--- src/rtl/axi2mem_wr_channel.sv ---
// AXI4 slave write channel of the axi2mem bridge: splits each 64-bit W beat into
// two 32-bit TCDM write commands and returns one posted, in-order B per burst.
module axi2mem_wr_channel #(
  parameter int AXI_ADDR_WIDTH = 32,
  parameter int AXI_DATA_WIDTH = 64,
  parameter int AXI_USER_WIDTH = 6,
  parameter int AXI_ID_WIDTH   = 3,
  parameter int B_DEPTH        = 4
) (
  input  logic                        clk_i,
  input  logic                        rst_i,
  input  logic                        axi_slave_aw_valid_i,
  input  logic [AXI_ADDR_WIDTH-1:0]   axi_slave_aw_addr_i,
  input  logic [2:0]                  axi_slave_aw_prot_i,
  input  logic [3:0]                  axi_slave_aw_region_i,
  input  logic [7:0]                  axi_slave_aw_len_i,
  input  logic [2:0]                  axi_slave_aw_size_i,
  input  logic [1:0]                  axi_slave_aw_burst_i,
  input  logic                        axi_slave_aw_lock_i,
  input  logic [3:0]                  axi_slave_aw_cache_i,
  input  logic [3:0]                  axi_slave_aw_qos_i,
  input  logic [AXI_ID_WIDTH-1:0]     axi_slave_aw_id_i,
  input  logic [AXI_USER_WIDTH-1:0]   axi_slave_aw_user_i,
  output logic                        axi_slave_aw_ready_o,
  input  logic                        axi_slave_w_valid_i,
  input  logic [AXI_DATA_WIDTH-1:0]   axi_slave_w_data_i,
  input  logic [AXI_DATA_WIDTH/8-1:0] axi_slave_w_strb_i,
  input  logic [AXI_USER_WIDTH-1:0]   axi_slave_w_user_i,
  input  logic                        axi_slave_w_last_i,
  output logic                        axi_slave_w_ready_o,
  output logic                        axi_slave_b_valid_o,
  output logic [1:0]                  axi_slave_b_resp_o,
  output logic [AXI_ID_WIDTH-1:0]     axi_slave_b_id_o,
  output logic [AXI_USER_WIDTH-1:0]   axi_slave_b_user_o,
  input  logic                        axi_slave_b_ready_i,
  output logic [1:0][5:0]             trans_id_o,
  output logic [1:0][31:0]            trans_add_o,
  output logic [1:0][31:0]            trans_wdata_o,
  output logic [1:0][3:0]             trans_be_o,
  output logic [1:0]                  trans_req_o,
  output logic [1:0]                  trans_last_o,
  input  logic [1:0]                  trans_gnt_i
);

  localparam int PW = $clog2(B_DEPTH);

  typedef enum logic {IDLE, RUN} state_t;

  state_t                  state_reg, state_next;
  logic [7:0]              len_reg;
  logic [7:0]              count_reg;
  logic [31:0]             addr_reg;
  logic [AXI_ID_WIDTH-1:0] id_reg;
  logic [31:0]             beat_addr;

  logic [AXI_ID_WIDTH-1:0] b_mem [B_DEPTH];
  logic [PW-1:0]           b_wptr_reg, b_rptr_reg;
  logic [PW:0]             b_cnt_reg;
  logic                    b_full, b_push, b_pop;

  logic aw_hs, w_hs, last_beat;
  logic unused_inputs;

  // State register
  always_ff @(posedge clk_i or posedge rst_i) begin
    if (rst_i) state_reg <= IDLE;
    else       state_reg <= state_next;
  end

  // Next-state logic
  always_comb begin
    state_next = state_reg;
    case (state_reg)
      IDLE:    if (aw_hs) state_next = RUN;
      RUN:     if (last_beat) state_next = IDLE;
      default: state_next = IDLE;
    endcase
  end

  // Output logic; aw_ready is also masked by reset so every output reads 0 during it
  always_comb begin
    axi_slave_aw_ready_o = 1'b0;
    axi_slave_w_ready_o  = 1'b0;
    case (state_reg)
      IDLE:    axi_slave_aw_ready_o = ~b_full & ~rst_i;
      RUN:     axi_slave_w_ready_o  = (trans_gnt_i == 2'b11);
      default: ;
    endcase
  end

  assign aw_hs     = axi_slave_aw_valid_i & axi_slave_aw_ready_o;
  assign w_hs      = axi_slave_w_valid_i & axi_slave_w_ready_o;
  assign last_beat = w_hs & (count_reg == len_reg);

  always_ff @(posedge clk_i or posedge rst_i) begin
    if (rst_i) begin
      len_reg   <= '0;
      count_reg <= '0;
      addr_reg  <= '0;
      id_reg    <= '0;
    end else if (aw_hs) begin
      len_reg   <= axi_slave_aw_len_i;
      count_reg <= '0;
      addr_reg  <= {axi_slave_aw_addr_i[31:3], 3'b000};
      id_reg    <= axi_slave_aw_id_i;
    end else if (w_hs) begin
      count_reg <= count_reg + 8'd1;
    end
  end

  // Every beat is 8 bytes INCR regardless of the AW size/burst fields
  assign beat_addr = addr_reg + {21'd0, count_reg, 3'b000};

  genvar gi;
  generate
    for (gi = 0; gi < 2; gi++) begin : g_port
      assign trans_req_o[gi]   = w_hs;
      assign trans_last_o[gi]  = last_beat;
      assign trans_id_o[gi]    = w_hs ? 6'(id_reg) : 6'd0;
      assign trans_add_o[gi]   = w_hs ? beat_addr + 32'(gi * 4) : 32'd0;
      assign trans_wdata_o[gi] = w_hs ? axi_slave_w_data_i[gi*32 +: 32] : 32'd0;
      assign trans_be_o[gi]    = w_hs ? axi_slave_w_strb_i[gi*4 +: 4] : 4'd0;
    end
  endgenerate

  // Posted B queue: an AW is only taken while a slot is free, so a push never overflows
  assign b_full              = (b_cnt_reg == (PW+1)'(B_DEPTH));
  assign b_push              = last_beat;
  assign axi_slave_b_valid_o = (b_cnt_reg != '0);
  assign b_pop               = axi_slave_b_valid_o & axi_slave_b_ready_i;

  always_ff @(posedge clk_i) begin
    if (b_push) b_mem[b_wptr_reg] <= id_reg;
  end

  always_ff @(posedge clk_i or posedge rst_i) begin
    if (rst_i) begin
      b_wptr_reg <= '0;
      b_rptr_reg <= '0;
      b_cnt_reg  <= '0;
    end else begin
      if (b_push) b_wptr_reg <= b_wptr_reg + 1'b1;
      if (b_pop)  b_rptr_reg <= b_rptr_reg + 1'b1;
      case ({b_push, b_pop})
        2'b10:   b_cnt_reg <= b_cnt_reg + 1'b1;
        2'b01:   b_cnt_reg <= b_cnt_reg - 1'b1;
        default: b_cnt_reg <= b_cnt_reg;
      endcase
    end
  end

  assign axi_slave_b_id_o   = axi_slave_b_valid_o ? b_mem[b_rptr_reg] : '0;
  assign axi_slave_b_resp_o = 2'b00;
  assign axi_slave_b_user_o = '0;

  assign unused_inputs = ^{axi_slave_aw_addr_i, axi_slave_aw_prot_i, axi_slave_aw_region_i,
                           axi_slave_aw_size_i, axi_slave_aw_burst_i, axi_slave_aw_lock_i,
                           axi_slave_aw_cache_i, axi_slave_aw_qos_i, axi_slave_aw_user_i,
                           axi_slave_w_user_i, axi_slave_w_last_i, axi_slave_w_data_i,
                           axi_slave_w_strb_i};

endmodule

--- config.mk ---
export PLATFORM = sky130hd
export DESIGN_NAME = axi2mem_wr_channel
export DESIGN_NICKNAME = d
export VERILOG_FILES = /design/src/rtl/axi2mem_wr_channel.sv
export SDC_FILE = /design/constraint.sdc
export NUM_CORES = 1
export LEC_CHECK = 0
export ABC_AREA = 1
export CAP_MARGIN = 30
export CORE_AREA = 2 2 125 127
export DETAILED_ROUTE_END_ITERATION = 10
export DIE_AREA = 0 0 127 129
export HOLD_SLACK_MARGIN = 0.05
export PLACE_DENSITY = 0.74
export SETUP_SLACK_MARGIN = 0.15
export SLEW_MARGIN = 20
export SYNTH_ARGS = -nofsm -noshare
export SYNTH_HDL_FRONTEND = slang
export SYNTH_SLANG_ARGS = --single-unit
--- constraint.sdc ---
create_clock -name clk_i -period 5.9 [get_ports clk_i]
set_input_delay 0.59 -clock clk_i [delete_from_list [all_inputs] [get_ports clk_i]]
set_output_delay 0.59 -clock clk_i [all_outputs]
set_load 0.05 [all_outputs]
==> reports/results.md <==
| Metric | Value |
|---|---|
| CP Launch Type | flop |
| # DRC | 0 |
| Number of buffers inserted for hold repair after clock tree synthesis | 0 |
| Total count of max-transition violations in the final report | 0 |
| Clock tree from TritonCTS | done |
| Number of resized instances in the post-cts repair step | 0 |
| Seq/Total Area, Yosys | 32.1% |
| Post-route cell area | 8180 µm² |
| Synth area leader | sky130_fd_sc_hd__dfrtp_1 |
| Max-cap violation count | 0 |
| Hold EP | addr_reg[8] |
| Routability cong. | 0.957 |
| Number of standard cells in the layout, taps in and fillers out | 1234 |
| Met3 global-route usage | 5.07% |
| Critical path class | flop to output port |
| Element type at the critical path end | output port |
| Clock tree sinks | 68 |
| Top cells by area, synth | sky130_fd_sc_hd__dfrtp_1 26%, sky130_fd_sc_hd__nand2_1 14%, sky130_fd_sc_hd__nor2_1 9.7%, sky130_fd_sc_hd__inv_1 9.4%, sky130_fd_sc_hd__buf_4 7.7% |
| RSZ-0062 raised after global routing | false |
| Worst slew margin relative to its limit | 41.1% |
| Total of buffers placed on input and output ports | 265 |
| Crit path required time | 5.31 ns |
| Root buffer selected by CTS | sky130_fd_sc_hd__clkbuf_16 |
| Maximum number of pins on one net before global-route repair | 87 |
| Number of flip-flops under the largest register name | 29 |
| Area after DPL | 7900 µm² |
| Clock group share of total power | 18.8% |
| DRC violation total after the first TritonRoute iteration | 273 |
| Cells along the critical path | ha_1 > fa_1 > nand3_1 > nand3_2 > nand2_1 > nand2_1 > nand2_1 > nand2_1 > nand2_1 > nand2_1 > nor2_2 > clkdlybuf4s50_1 |
| Number of enable flip-flop cells after synthesis | 12 |
| Final Routed Wirelength | 16.9 mm |
| Average wire per standard cell | 13.7 µm |
| Worst hold slack | 0.482 ns |
| Adder-cell share of the synthesized area | 3.92% |
| Worst reg2reg path startpoint | b_cnt_reg[2] |
| Std-Cell Core Area | 15000 µm² |
| Layout cells sized above 1 | 8.14% |
| Capture point of the worst reg-to-reg path | b_cnt_reg[1] |
| Fraction of power consumed by sequential logic | 31.1% |
| Fraction of power consumed by combinational cells | 50.1% |
| Share of synthesized area spent on multiplexers | 0% |
| Area share of the largest cell type after synthesis | 25.5% |
| Cell mode on critical path | sky130_fd_sc_hd__nand2_1 |
| Reg2reg path depth | 8 |
| Slowest stage cell, crit path | sky130_fd_sc_hd__clkdlybuf4s50_1 |
| Yosys cell types | 35 |
| Number of placed cells counting well taps | 1216 |
| Xor-xnor portion of the synthesized cell area | 1.91% |
| Worst Hold Class | flop to flop |
| Pre-CTS setup slack | 2.34 ns |
| Clk Latency, worst-skew pair | 0.34 ns |
| First-pass DRT Iterations | 5 |
| Power Internal | 1.45 mW |
| Worst Hold Path Cells | 2 |
| Critical path peak fanout | 5 |
| Area fraction in and, or, nand and nor cells after synthesis | 35.3% |
| Filler Cells Inserted | 1467 |
| Half-perimeter wire length after detailed placement | 13.4 mm |
| Wire length of the first global-routing pass | 26.4 mm |
| Top library cells by usage in the layout, fill and taps aside | 265 x sky130_fd_sc_hd__clkdlybuf4s50_1, 210 x sky130_fd_sc_hd__nand2_1, 142 x sky130_fd_sc_hd__nor2_1 |
| Number of routed nets with antenna violations | 0 |
| Warnings, synthesis | 0 |
| CTS buffer count | 9 |
| Net Switching | 1.32 mW |
| Number of instances in the synthesized netlist | 821 |
| Horizontal extent of the die | 127 µm |
| Pwr dens | 338 nW/µm² |
| Gr usage total | 20.4% |
| GR met2 Demand/Resource | 34.7% |
| Area Overhead vs Synth | 49.0% |
| Summed instance area of the synthesized netlist | 5490 µm² |
| Total power after layout | 2.77 mW |
| Number of setup violations in the final report | 0 |
| GRT busiest layer | met2 |
| Mean cell area of the mapped netlist | 6.69 µm² |
| Static leakage | 3.93 nW |
| Synth Area in Compound Gates | 6.35% |
| Final critical path time including I/O delays and setup | 3.88 ns |
| Final setup margin | 2.02 ns |
| Least-Margin Pin Slew | 0.884 ns |
| Number of buffers inserted by post-CTS setup repair | 0 |
| Reg2Reg Setup Slack | 3.67 ns |
| Via-per-instance ratio | 4.48 |
| Global-route track usage on met1 | 25.4% |
| Dominant combinational cell family by area after synthesis | simple AND/OR/NAND/NOR gates |
| Final core utilization | 54.6% |
| Async SR Flop Fraction | 82.4% |
| Final Hold Vio Count | 0 |
| Number of top-level pins | 322 |
| Die outline height | 129 µm |
| Maximum ir drop on the vdd rail | 200 µV |
| Fmax | 258 MHz |
| Delay of the slowest critical-path stage | 0.83 ns |
| Prevailing post-synth register cell | sky130_fd_sc_hd__dfrtp_1 |
| Count of H-tree levels built during CTS | 3 |
| Number of standard-cell rows in the floorplan | 45 |
| Total Negative Setup Slacks | 0 ns |
| Max Buffers Root-to-Sink | 2 |
| Number of vias in the routed layout | 5530 |
| Switching fraction of total power | 47.7% |
| Starting Density | 36.7% |
| Data arrival, critical path | 3.29 ns |
| Initial antenna violation count | 2 |
| DIE AREA | 16400 µm² |
| Maximum clock skew at final layout | 0.00907 ns |
| CTS clock-pin slew for the worst setup and hold paths | 0.06 ns |
| Final worst-path cycle share | 65.8% |
| Vias in the first global route | 5211 |
| Leading cell type in the layout, fill and taps excluded | sky130_fd_sc_hd__clkdlybuf4s50_1 |
| Final nets | 1211 |
| Grt ovf | 0 |
| #FFs+latches synth | 68 |
| Status | finished clean |
| Min-delay src | addr_reg[8] |
-- logic make-up after synthesis --
family                     Yosys count
adders and majority gates           16
DFF                                 68
buffers and inverters              222
xor gates and xnor gates            12
and+or+nand+nor                    440
AOI/OAI and AO/OA                   62
other                                1
-- layer usage --
metal  routed length [µm]  vias up
li1                     -     2839
met1                 7310     2479
met2                 8180      202
met3                 1260       10
met4                  170        0
met5                    0        -
-- worst max-delay path, delay by kind of cell, from the launching register on --
family        cells  cell delay, ns
simple gates      9            0.89
buf+inv           1            0.83
fa+ha+maj         2            0.78
flops             1            0.45
-- worst max path at each step --
stage / startpoint / slack [ns] / end
floorplan: count_reg[0] / 2.71 / trans_add_o[43]
global placement: trans_gnt_i[1] / 2.36 / trans_add_o[5]
detailed placement: trans_gnt_i[1] / 2.34 / trans_add_o[5]
CTS: count_reg[0] / 2.01 / trans_add_o[25]
global route: count_reg[0] / 1.80 / trans_add_o[25]
finish: count_reg[0] / 2.02 / trans_add_o[25]
-- synthesized netlist by cell type, types with 2 or more instances --
master	instances
sky130_fd_sc_hd__clkbuf_1	4
sky130_fd_sc_hd__nor3_1	2
sky130_fd_sc_hd__nand2_1	210
sky130_fd_sc_hd__nor3_2	4
sky130_fd_sc_hd__xor2_1	3
sky130_fd_sc_hd__ha_1	14
sky130_fd_sc_hd__o21ai_0	17
sky130_fd_sc_hd__edfxtp_1	12
sky130_fd_sc_hd__a21oi_1	24
sky130_fd_sc_hd__buf_6	8
sky130_fd_sc_hd__nand3_2	7
sky130_fd_sc_hd__xnor2_1	9
sky130_fd_sc_hd__nor2_4	6
sky130_fd_sc_hd__dfrtp_1	56
sky130_fd_sc_hd__buf_2	10
sky130_fd_sc_hd__o21ai_2	10
sky130_fd_sc_hd__inv_1	137
sky130_fd_sc_hd__nor2_2	9
sky130_fd_sc_hd__inv_2	6
sky130_fd_sc_hd__nor2_1	142
sky130_fd_sc_hd__nand2_2	19
sky130_fd_sc_hd__nand4_1	2
sky130_fd_sc_hd__buf_4	56
sky130_fd_sc_hd__o21ai_1	10
sky130_fd_sc_hd__nand3_1	33
sky130_fd_sc_hd__fa_1	2
-- cell type report --
class,instances,area (µm²),area share (%)
multi-input cells,549,2690,32.8
repair buffers,267,2670,32.6
flip-flops and latches,68,1760,21.5
inverters,144,546,6.67
well taps,188,235,2.87
clock buffers,9,225,2.75
clock inverters,7,56.3,0.688
diodes,2,5.00,0.0612
-- power groups by stage --
stage	clock network, mW	registers (mW)	logic, mW
after floorplan	0	0.794	1.06
after global placement	0	0.861	1.36
after detailed placement	0	0.865	1.38
after CTS	0.527	0.859	1.39
after global routing	0.546	0.888	1.52
final	0.519	0.861	1.39
Power figures use the tool's default switching activity.
